File: src/rtl/cmp_mon_pkg.sv
// Shared types for the comparator window monitor: FSM states and sample class codes.
package cmp_mon_pkg;

  typedef enum logic {
    ACCUM  = 1'b0,
    REPORT = 1'b1
  } state_e;

  typedef logic [1:0] cls_t;

  localparam cls_t CLS_GRT  = 2'd0;
  localparam cls_t CLS_LESS = 2'd1;
  localparam cls_t CLS_EQ   = 2'd2;
  localparam cls_t CLS_ERR  = 2'd3;

  // Only a strictly one-hot flag set is a legal comparator result.
  function automatic cls_t classify(input logic grt, input logic less, input logic eq);
    cls_t c;
    case ({grt, less, eq})
      3'b100:  c = CLS_GRT;
      3'b010:  c = CLS_LESS;
      3'b001:  c = CLS_EQ;
      default: c = CLS_ERR;
    endcase
    return c;
  endfunction

endpackage

File: src/rtl/cmp_classify.sv
// Combinational decode of the comparator flags into a 2-bit class code.
module cmp_classify
  import cmp_mon_pkg::*;
(
  input  logic a_grt_b,
  input  logic a_less_b,
  input  logic a_eq_b,
  output cls_t cls_o
);

  assign cls_o = classify(a_grt_b, a_less_b, a_eq_b);

endmodule

File: src/rtl/cmp_window_monitor.sv
// Windowed class counter for comparator flags with a valid/ready report port and
// an equal-run streak tracker.
module cmp_window_monitor
  import cmp_mon_pkg::*;
#(
  parameter int CNT_W    = 8,
  parameter int WINDOW   = 16,
  parameter int LOCK_LEN = 4
) (
  input  logic             clk,
  input  logic             rst,
  input  logic             in_valid,
  output logic             in_ready,
  input  logic             a_grt_b,
  input  logic             a_less_b,
  input  logic             a_eq_b,
  output logic             rpt_valid,
  input  logic             rpt_ready,
  output logic [CNT_W-1:0] rpt_grt_cnt,
  output logic [CNT_W-1:0] rpt_less_cnt,
  output logic [CNT_W-1:0] rpt_eq_cnt,
  output logic [CNT_W-1:0] rpt_err_cnt,
  output logic [CNT_W-1:0] streak,
  output logic             eq_lock
);

  if (WINDOW < 1 || WINDOW > (2**CNT_W) - 1) begin : g_bad_window
    $error("cmp_window_monitor: WINDOW out of range for CNT_W");
  end
  if (LOCK_LEN < 1 || LOCK_LEN > (2**CNT_W) - 1) begin : g_bad_lock
    $error("cmp_window_monitor: LOCK_LEN out of range for CNT_W");
  end

  localparam logic [CNT_W-1:0] STREAK_MAX = '1;
  localparam logic [CNT_W-1:0] LAST_IDX   = CNT_W'(WINDOW - 1);
  localparam logic [CNT_W-1:0] LOCK_THR   = CNT_W'(LOCK_LEN);
  localparam logic [CNT_W-1:0] ONE        = CNT_W'(1);

  state_e           state_q;
  logic             rpt_valid_q, eq_lock_q;
  logic [CNT_W-1:0] grt_q, less_q, eq_q, err_q, cnt_q;
  logic [CNT_W-1:0] grt_d, less_d, eq_d, err_d, cnt_d;
  logic [CNT_W-1:0] rpt_grt_q, rpt_less_q, rpt_eq_q, rpt_err_q;
  logic [CNT_W-1:0] streak_q, streak_d;
  cls_t             cls;
  logic             accept, win_close;

  cmp_classify u_classify (
    .a_grt_b  (a_grt_b),
    .a_less_b (a_less_b),
    .a_eq_b   (a_eq_b),
    .cls_o    (cls)
  );

  assign in_ready  = (state_q == ACCUM);
  assign accept    = in_valid & in_ready;
  assign win_close = accept & (cnt_q == LAST_IDX);

  always_comb begin
    grt_d    = grt_q;
    less_d   = less_q;
    eq_d     = eq_q;
    err_d    = err_q;
    cnt_d    = cnt_q;
    streak_d = streak_q;
    if (accept) begin
      cnt_d = cnt_q + ONE;
      case (cls)
        CLS_GRT:  grt_d  = grt_q + ONE;
        CLS_LESS: less_d = less_q + ONE;
        CLS_EQ:   eq_d   = eq_q + ONE;
        default:  err_d  = err_q + ONE;
      endcase
      // The streak spans window boundaries and saturates rather than wrapping.
      if (cls == CLS_EQ) begin
        if (streak_q != STREAK_MAX) streak_d = streak_q + ONE;
      end else begin
        streak_d = '0;
      end
    end
  end

  always_ff @(posedge clk) begin
    if (rst) begin
      state_q     <= ACCUM;
      rpt_valid_q <= 1'b0;
      eq_lock_q   <= 1'b0;
      streak_q    <= '0;
      grt_q       <= '0;
      less_q      <= '0;
      eq_q        <= '0;
      err_q       <= '0;
      cnt_q       <= '0;
      rpt_grt_q   <= '0;
      rpt_less_q  <= '0;
      rpt_eq_q    <= '0;
      rpt_err_q   <= '0;
    end else begin
      streak_q  <= streak_d;
      eq_lock_q <= (streak_d >= LOCK_THR);
      case (state_q)
        ACCUM: begin
          if (win_close) begin
            // Report carries the totals including the closing sample.
            rpt_grt_q   <= grt_d;
            rpt_less_q  <= less_d;
            rpt_eq_q    <= eq_d;
            rpt_err_q   <= err_d;
            grt_q       <= '0;
            less_q      <= '0;
            eq_q        <= '0;
            err_q       <= '0;
            cnt_q       <= '0;
            rpt_valid_q <= 1'b1;
            state_q     <= REPORT;
          end else begin
            grt_q  <= grt_d;
            less_q <= less_d;
            eq_q   <= eq_d;
            err_q  <= err_d;
            cnt_q  <= cnt_d;
          end
        end
        REPORT: begin
          if (rpt_ready) begin
            rpt_valid_q <= 1'b0;
            state_q     <= ACCUM;
          end
        end
        default: state_q <= ACCUM;
      endcase
    end
  end

  assign rpt_valid    = rpt_valid_q;
  assign rpt_grt_cnt  = rpt_grt_q;
  assign rpt_less_cnt = rpt_less_q;
  assign rpt_eq_cnt   = rpt_eq_q;
  assign rpt_err_cnt  = rpt_err_q;
  assign streak       = streak_q;
  assign eq_lock      = eq_lock_q;

endmodule

File: config.mk
export PLATFORM = sky130hd
export DESIGN_NAME = cmp_window_monitor
export DESIGN_NICKNAME = d
export VERILOG_FILES = /design/src/rtl/cmp_mon_pkg.sv /design/src/rtl/cmp_classify.sv /design/src/rtl/cmp_window_monitor.sv
export SDC_FILE = /design/constraint.sdc
export NUM_CORES = 1
export LEC_CHECK = 0
export CAP_MARGIN = 20
export CORE_MARGIN = 3
export CORE_UTILIZATION = 40
export DETAILED_ROUTE_END_ITERATION = 8
export GPL_TIMING_DRIVEN = 0
export PLACE_DENSITY = 0.64
export SETUP_SLACK_MARGIN = 0.05
export SYNTH_ARGS = -nofsm -noshare
export SYNTH_HDL_FRONTEND = slang
export SYNTH_HIERARCHICAL = 1
export SYNTH_SLANG_ARGS = --single-unit
File: constraint.sdc
create_clock -name clk -period 6.2 [get_ports clk]
set_clock_uncertainty 0.2 [all_clocks]
set_input_delay 0.93 -clock clk [delete_from_list [all_inputs] [get_ports clk]]
set_output_delay 0.93 -clock clk [all_outputs]
set_load 0.005 [all_outputs]
Yosys cells after proc, flatten, opt, wreduce, memory -nomap -nowiden

Cells that the tools add are included.

$add $sub $neg: 6
Order comparisons: 1
Equal/unequal tests: 9
Muxes and demuxes: 24
Bitwise gates (word level): 3
Reductions and logical operators: 6

Operators by type and width:

| cell                  | count |
|---|---|
| $mux W8               | 17 |
| $add A8 B1 Y8 const B | 6 |
| $eq A8 B4 Y1 const B  | 1 |
| $ge A8 B3 Y1 const B  | 1 |
| $ne A8 B8 Y1 const B  | 1 |
| $pmux W2 S3           | 1 |
| $reduce_and A2 Y1     | 3 |
| $mux W1               | 4 |
| $pmux W1 S2           | 2 |
| $eq A3 B1 Y1 const B  | 1 |
| $eq A3 B2 Y1 const B  | 1 |
| $eq A3 B3 Y1 const B  | 1 |
| $reduce_or A3 Y1      | 1 |
| $and A1 B1 Y1         | 2 |
| $eq A2 B1 Y1 const B  | 1 |
| $eq A2 B2 Y1 const B  | 1 |
| $logic_not A2 Y1      | 1 |
| $ne A2 B1 Y1 const B  | 1 |
| $ne A2 B2 Y1 const B  | 1 |
| $reduce_bool A2 Y1    | 1 |
| $not A1 Y1            | 1 |

Flip-flop bits (word level): 83
Bits of input ports: 7
Output and inout port bits: 43
Logic and storage cells: 62

Depth between registers and ports, before layout

Gate-level depths: netlist of run 1.

Depth in word-level cells: 7
Mapped depth: 8
Gate-level depth less buffers: 7

By module

The synthesis of run 1 kept the hierarchy.

By module, submodules not included:

| module             | instances | cells each | area each (um^2) | sequential area each (um^2) |
|---|---|---|---|---|
| cmp_window_monitor | 1         | 367        | 3419.5           | 1661.6 |
| cmp_classify       | 1         | 4          | 30.0             | 0.0 |

Worst setup path before layout of run 1

Ideal clock, no wire load.

Path type: in2reg
Start point: input a_eq_b
End point: register rpt_eq_q[5], in the netlist rpt_eq_cnt[5]
Library setup time: 0.079 ns
Arrival time: 2.358 ns
Data required time: 5.921 ns
Setup slack: 3.563 ns
Stages on the path: 8
Path buffers: 1
Path through: xor2_1 -> nand2b_1 -> nor4bb_4 -> buf_6 -> and4_4 -> nand3_1 -> xor2_1 -> a211oi_2

Longest elaborated chain between the ends: 5
Elaborated cells between the ends (all ways): 7
Those cells by class: eq/ne: 4; mux: 3

Ends and longest elaborated chain:

| what                                       | RTL line                  | text |
|---|---|---|
| from (decl)                                | cmp_window_monitor.sv:16  | `input logic a_eq_b,` |
| $eq A3 B1 Y1, or another cell as far along | cmp_mon_pkg.sv:19         | `case ({grt, less, eq})` |
| $pmux W2 S3 (*)                            | cmp_mon_pkg.sv:19         |  |
| net cls[0]                                 | cmp_window_monitor.sv:45  | `cls_t cls;` |
| $eq A2 B2 Y1 (*)                           | cmp_window_monitor.sv:68  | `case (cls)` |
| $mux W8 (*)                                | cmp_window_monitor.sv:68  |  |
| $mux W8 (*)                                | cmp_window_monitor.sv:66  | `if (accept) begin` |
| to (signal assigned)                       | cmp_window_monitor.sv:107 | `rpt_eq_q <= eq_d;` |
| to (decl)                                  | cmp_window_monitor.sv:43  | `logic [CNT_W-1:0] rpt_grt_q, rpt_less_q, rpt_eq_q, rpt_err_q;` |

The timed path passes the listed nets; every way through them passes the cells marked *.
A chain may end at the register's enable or synchronous reset.

Final worst setup path of run 1

Start point: input a_grt_b
End point: register rpt_grt_q[6], in the netlist rpt_grt_cnt[6]

Longest elaborated chain between the ends: 5
Elaborated cells between the ends (all ways): 7
Those cells by class: eq/ne: 3; mux: 3; reduce/logical: 1

Ends and longest elaborated chain:

| what                                       | RTL line                  | text |
|---|---|---|
| from (decl)                                | cmp_window_monitor.sv:14  | `input logic a_grt_b,` |
| $eq A3 B1 Y1, or another cell as far along | cmp_mon_pkg.sv:19         |  |
| $pmux W2 S3 (*)                            | cmp_mon_pkg.sv:19         |  |
| net cls[0]                                 | cmp_window_monitor.sv:45  |  |
| $logic_not A2 Y1 (*)                       | cmp_window_monitor.sv:68  |  |
| $mux W8 (*)                                | cmp_window_monitor.sv:68  |  |
| $mux W8 (*)                                | cmp_window_monitor.sv:66  |  |
| to (signal assigned)                       | cmp_window_monitor.sv:105 | `rpt_grt_q <= grt_d;` |
| to (decl)                                  | cmp_window_monitor.sv:43  |  |

Marked as above.

==> results of run 1 <==
-- state kept, by name, indices dropped and copies added (netlist names), 8 cells and up --
| name | count |
|---|---|
| cnt_q | 8 |
| eq_q | 8 |
| err_q | 8 |
| grt_q | 8 |
| less_q | 8 |
| rpt_eq_cnt | 8 |
| rpt_err_cnt | 8 |
| rpt_grt_cnt | 8 |
| rpt_less_cnt | 8 |
| streak | 8 |
-- metal layers --
| layer | track usage (%) | vias to the layer above |
|---|---|---|
| met5 | 0 | - |
| met4 | 4.41 | 0 |
| met3 | 4.81 | 10 |
| met2 | 25.1 | 50 |
| met1 | 22.4 | 1252 |
| li1 | - | 1404 |
-- final cells by class --
class	count	area, sq um	share of cell area, %
buffer	22	116	2.74
tap	105	131	3.10
inverter	5	18.8	0.442
timing repair buffer	49	490	11.6
clock buffer	12	145	3.42
sequential	83	1660	39.2
clock inverter	4	26.3	0.619
multi-input combinational	261	1650	39.0
-- where the power goes --
part           internal (mW)  switching [mW]
sequential             0.537         0.00519
combinational         0.0190          0.0272
clock                  0.156           0.187
-- cell usage in the layout (no fill, tap or decap), types with 4 or more instances in the layout --
cell	n
a211oi_1	31
a21oi_1	6
and3_1	7
buf_2	14
clkbuf_1	7
clkbuf_8	10
clkdlybuf4s50_1	49
dfxtp_1	83
ha_1	6
inv_1	5
mux2i_1	9
nand2_1	19
nand2b_1	4
nand3_1	8
nand4_1	15
nor2_1	83
xnor2_1	8
xor2_1	28
-- worst max path at each step --
stage                           to  slack [ns]  depth (start not counted)
finish              rpt_grt_cnt[6]        3.10                          8
global route        rpt_grt_cnt[6]        2.97                          8
CTS                 rpt_grt_cnt[6]        3.09                          8
detailed placement  rpt_grt_cnt[6]        2.75                          8
global placement    rpt_grt_cnt[6]        2.85                          8
floorplan            rpt_eq_cnt[5]        3.56                          8
-- through the flow --
stage | hold slack [ns] | power (mW) | utilization [%] | instance area, sq um | cells
after floorplan | 0.266 | 0.585 | - | 3450 | 371
after global placement | 0.282 | 0.600 | 49.1 | 4070 | 525
after detailed placement | 0.294 | 0.601 | 49.1 | 4070 | 525
after CTS | 0.306 | 0.940 | 51.1 | 4240 | 541
after global routing | 0.323 | 0.969 | 51.1 | 4240 | 541
final | 0.300 | 0.932 | 51.1 | 4240 | 541
-- Yosys cell counts --
cell type,instances
a2111oi_0,1
a211oi_1,31
a211oi_2,2
a21oi_1,6
a2bb2oi_1,1
a31oi_1,1
a32oi_1,1
a41oi_1,2
and2_1,2
and2b_1,1
and3_1,7
and3_4,1
and4_1,3
and4_4,1
and4b_1,1
and4bb_2,1
buf_2,14
buf_6,2
clkbuf_1,5
clkbuf_2,1
dfxtp_1,83
ha_1,6
inv_1,5
mux2_2,1
mux2i_1,9
nand2_1,19
nand2b_1,4
nand3_1,8
nand4_1,15
nor2_1,83
nor2b_1,1
nor3_1,3
nor3b_1,1
nor4_1,1
nor4b_4,1
nor4bb_4,1
o21a_1,1
o21ai_0,3
o31ai_1,1
or2_2,1
or3_1,3
or4_1,1
xnor2_1,8
xor2_1,28
-- worst register-to-register path: stages, from the launching register on --
cell and delay, ns:
dfxtp_1 0.36, and2b_1 0.27, nand4_1 0.20, nor2_1 0.26, or2_2 0.15, buf_2 0.22
buf_2 0.28, nor2_1 0.08
-- cell families (layout without fill, tap and decap cells) --
family / Yosys count / in the layout / synth area share [%]
AOI/OAI and AO/OA: 50 / 50 / 10.7
muxes: 10 / 10 / 2.94
adders and majority gates: 6 / 6 / 2.18
buffers and inverters: 27 / 92 / 3.92
and+or+nand+nor: 159 / 159 / 23.0
DFF: 83 / 83 / 48.2
xor gates and xnor gates: 36 / 36 / 9.14
==> results.ini, run 1 <==
[status]
status = finished clean

[worst_setup_path]
crit_path_end_kind = flop
cp_common_cell = xor2_1
critical_path_required_ns = 6.25
cp_top_family = simple AND/OR/NAND/NOR gates
cp-startpoint = a_grt_b
cp_cell_sequence = clkdlybuf4s50_1 -> xor2_1 -> nand2b_1 -> nor4b_4 -> and3_1 -> nand4_1 -> xor2_1 -> a211oi_1
regToRegSetupSlack_ns = 4.07
worst_r2r_path_depth = 7
critical_path_class = in -> reg
cp-start-kind = primary input
r2r-end = cnt_q[3]
worstPathMaxFanout = 6
critPathArrivalTime_ns = 3.15
cpMaxStageDelayCell = clkdlybuf4s50_1
timing.critical_path.buf_inv = 1
slowest_delay_ns = 0.51
rr_startpoint = state_q

[sta]
min_period_ns = 3.10
setup_viol = 0
hold_viol_final = 0
fin_tns_setup_ns = 0
fin_ws_ns = 3.10
tightest_slew_ns = 0.551
rsz0062_at_grt = no
relSlewSlack_pct = 62.9
max_freq_mhz = 322
min_period_over_period_pct = 50.0
slew_violations = 0

[route]
avgViaCountPerCell = 5.02
firstDrtPassIters = 4
drt-wirelength-per-cell_microns = 14.0
num_vias = 2716
drt-met1-wl_mm = 3.72
drt_iter0_markers = 92
routed_wl_mm = 7.58
antenna_left = 0
dr_wl_met3_microns = 347
drc_errors = 0
wl_met2_mm = 3.41
top_layer_used = met4

[global_route]
grt_pass1_vias = 2622
grt.total_usage_pct = 16.3
grt_max_degree = 14
grt_overflow = 0
grt_first_pass_wirelength_mm = 12.9
antenna_found_initial = 0

[place]
pre_cts_slack_ns = 2.75
numPortBuffers = 49
place.gp.congestion = 0.803
dp_hpwl_mm = 5.46

[die]
coreArea_sq_mm = 0.00830
ios = 50
die_area_sq_mm = 0.00977
fp.dieW_microns = 98.9
row_count = 33
start_util_pct = 41.6
die_h_microns = 98.9

[power]
p_leak_nw = 1.55
cellPowerDensity_mw_per_mm2 = 220
peakVddDrop_uv = 168

[clocking]
cts_resized = 0
clock_path_buffers = 2
cts_setup_buffers = 0
clk_pin_slew_ns = 0.08
htree_levels = 3
cts_tree = built
clkLatencyLatePin_ns = 0.35
clk_root_buffer_cell = clkbuf_8
clock-sinks = 83
hold_buffers = 0
cts_buffers = 9

[worst_hold_path]
hold_end = rpt_less_cnt[1]
hp-class = reg -> reg
worstHoldStart = rpt_less_cnt[1]
min_path_cells = 2

[flow_run]
maxCapViolCount = 0

[yosys]
syn-num-nets = 384
syn-mean-instance-area_sq_um = 9.30
synth_cells = 371
synth_cell_types = 44
yosysTopAreaCellShare_pct = 48.2
synth-seq-cells = 83
yosysTopAreaCell = dfxtp_1
ys_warn_count = 6
syn_area_sq_mm = 0.00345
seq_area_frac_synth_pct = 48.2
netlist_top_cells_area = dfxtp_1, nor2_1, xor2_1

[finish]
n_antenna_cell = 0
areaGrowthSynthToFinish_pct = 23.0
nNetsFinal = 444
drive_above_1_share_pct = 9.17
nFillCells = 790

(Power assumes the default switching activity.)
==> inputs of run 2 (changes only) <==
==> constraint.sdc (replaced) <==
create_clock -name clk -period 3.1 [get_ports clk]
set_clock_uncertainty 0.2 [all_clocks]
set_input_delay 0.465 -clock clk [delete_from_list [all_inputs] [get_ports clk]]
set_output_delay 0.465 -clock clk [all_outputs]
set_load 0.005 [all_outputs]
==> results of run 2 <==
Same layout as run 1 (identical final DEF). Status: finished clean.
Main changes from that run: setup slack after placement 2.75 ns -> 0.118 ns; setup slack after layout 3.10 ns -> 0.463 ns; register-to-register setup slack 4.07 ns -> 0.97 ns; total power 0.932 mW -> 1.86 mW; worst IR drop on VDD 168 uV -> 337 uV
==> RTL change, RTL diff (flow settings as in run 1) <==
`WINDOW`: 16 -> 8.
--- a/src/rtl/cmp_window_monitor.sv
+++ b/src/rtl/cmp_window_monitor.sv
@@ -4,7 +4,7 @@
   import cmp_mon_pkg::*;
 #(
   parameter int CNT_W    = 8,
-  parameter int WINDOW   = 16,
+  parameter int WINDOW   = 8,
   parameter int LOCK_LEN = 4
 ) (
   input  logic             clk,
Formal check against the unedited RTL: not equivalent (Yosys sat finds a counterexample within 10 cycles, from zero or initial values and one cycle with rst high).
==> RTL change against run 1 <==
- sequential cell count is the same
- combinational power grew 2%
- register-to-register slack lost 360 ps
- synthesized cell count grew 5.1%
- global-route usage grew 1.4 points
- synthesized area grew 2.3%
- final cell count grew 3.5%
- final area grew 2.5%
- worst setup slack lost 130 ps
- power grew 5.8%
- hold slack lost 45 ps
- routed wire length grew 9.4%
- critical endpoint is now rpt_grt_cnt[0]
- largest cell class is now multi-input gates
==> RTL change: results (changes against run 1) <==
Wl on met1 -> 4.057 mm (was 3.721 mm)
FF-to-FF path depth -> 5 (was 7)
Leakage -> 1.538 nW (was 1.554 nW)
Synth Area in Compound Gates -> 0.08933 (was 0.1066)
Dpl hpwl -> 5.798 mm (was 5.465 mm)
Root buf cell -> clkbuf_8 (unchanged)
Final Net Count -> 463 (was 444)
Pwr dens -> 226.6 nW/um^2 (was 219.6 nW/um^2)
Tmin final -> 3233 ps (was 3102 ps)
Register area share after synthesis -> 0.4708 (was 0.4817)
Slew @ Worst Pin -> 676.1 ps (was 551.2 ps)
Post-route insts no fill -> 560 (was 541)
WP data arrival -> 3240 ps (was 3150 ps)
Number of DRC markers in iteration 0 -> 145 (was 92)
Max layer used -> met4 (unchanged)
Reg2Reg Launch Point -> cnt_q[0] (was state_q)
GRT Overall Usage -> 0.1772 (was 0.1633)
Hold Slack -> 254.4 ps (was 299.8 ps)
Crit path max fanout -> 10 (was 6)
Vias in the first global route -> 2783 (was 2622)
Hold depth -> 2 (unchanged)
Post-Syn Area per Cell -> 9.050 um^2 (was 9.298 um^2)
Hold EP -> rpt_grt_cnt[3] (was rpt_less_cnt[1])
Commonest cells post-synth -> dfxtp_1 (83), nor2_1 (55), nand2_1 (48) (was dfxtp_1 (83), nor2_1 (83), a211oi_1 (31))
Grt met2 use -> 0.2730 (was 0.2510)
XOR/XNOR Fraction of Synth Area -> 0.09677 (was 0.09140)
Via count -> 2885 (was 2716)
Setup TNS -> 0 ps (unchanged)
CTS Buffer Depth -> 2 (unchanged)
Worst Min Path Start -> rpt_grt_cnt[3] (was rpt_less_cnt[1])
Met1 usage -> 0.2427 (was 0.2241)
Met2 WL -> 3.814 mm (was 3.407 mm)
Share of layout cells above drive strength 1 -> 0.07692 (was 0.09174)
Placer's final routability congestion estimate -> 0.8283 (was 0.8033)
Met3 usage -> 0.03544 (was 0.04812)
Yosys synthesis warning count -> 6 (unchanged)
Status -> finished, final reports clean (unchanged)
Syn Nets -> 403 (was 384)
Critical Path End -> rpt_grt_cnt[0] (was rpt_grt_cnt[6])
Synth area leaders -> dfxtp_1 (47%), nor2_1 (5.8%), xnor2_1 (5.2%) (was dfxtp_1 (48%), nor2_1 (9.0%), xor2_1 (7.1%))
First-pass GRT wire length -> 13.94 mm (was 12.90 mm)
Fill cell count -> 796 (was 790)
Post-DP Area -> 4151 um^2 (was 4071 um^2)
Mux share of post-synthesis cell area -> 0.02021 (was 0.02938)
CTS Buf Count -> 9 (unchanged)
Routed WL per cell -> 14.81 um (was 14.01 um)
Largest net degree at the start of global routing -> 16 (was 14)
Worst ir drop on vdd -> 0.1275 mV (was 0.1684 mV)
Pre-CTS WS -> 2664 ps (was 2753 ps)
DR WL met3 -> 282 um (was 347 um)
CP startpoint -> in_valid (was a_grt_b)
Reg clk slew, reported paths -> 80 ps (about the same)
# placed instances -> 544 (was 525)
Adder-cell area share of the yosys netlist -> 0.02127 (was 0.02176)
Reg2reg setup slack -> 3710 ps (was 4070 ps)
Distinct cells, synth -> 43 (was 44)
## RTL change: cell count changes in the layout (fill, tap and decap cells not counted), sizes merged, moves of 6 or more
cell and change:
nand2 +30, nor2 -28, a211oi -14, nor2b +14, a21oi +13, xnor2 +13, xor2 -10, nor3 +9
buf -6
## RTL change: where the power goes
| part | internal [mW] | switching [mW] | total, mW |
|---|---|---|---|
| registers | 0.537 | 0.00425 | 0.541 |
| logic | 0.0180 | 0.0290 | 0.0470 |
| clock network | 0.188 | 0.210 | 0.398 |
## RTL change: cell type report
class	instances	share of cell area
Multi-Input combinational cell	284	0.3998
Sequential cell	83	0.3819
Timing Repair Buffer	49	0.1127
Tap cell	105	0.03020
Clock buffer	9	0.02847
Buffer	20	0.02703
Clock inverter	7	0.01726
Inverter	3	0.002588
## RTL change: critical path, cell delays in order
cell             delay [ps]
clkdlybuf4s50_1         710
nand4b_2                240
nor4_4                  630
clkbuf_1                560
a211oi_1                160
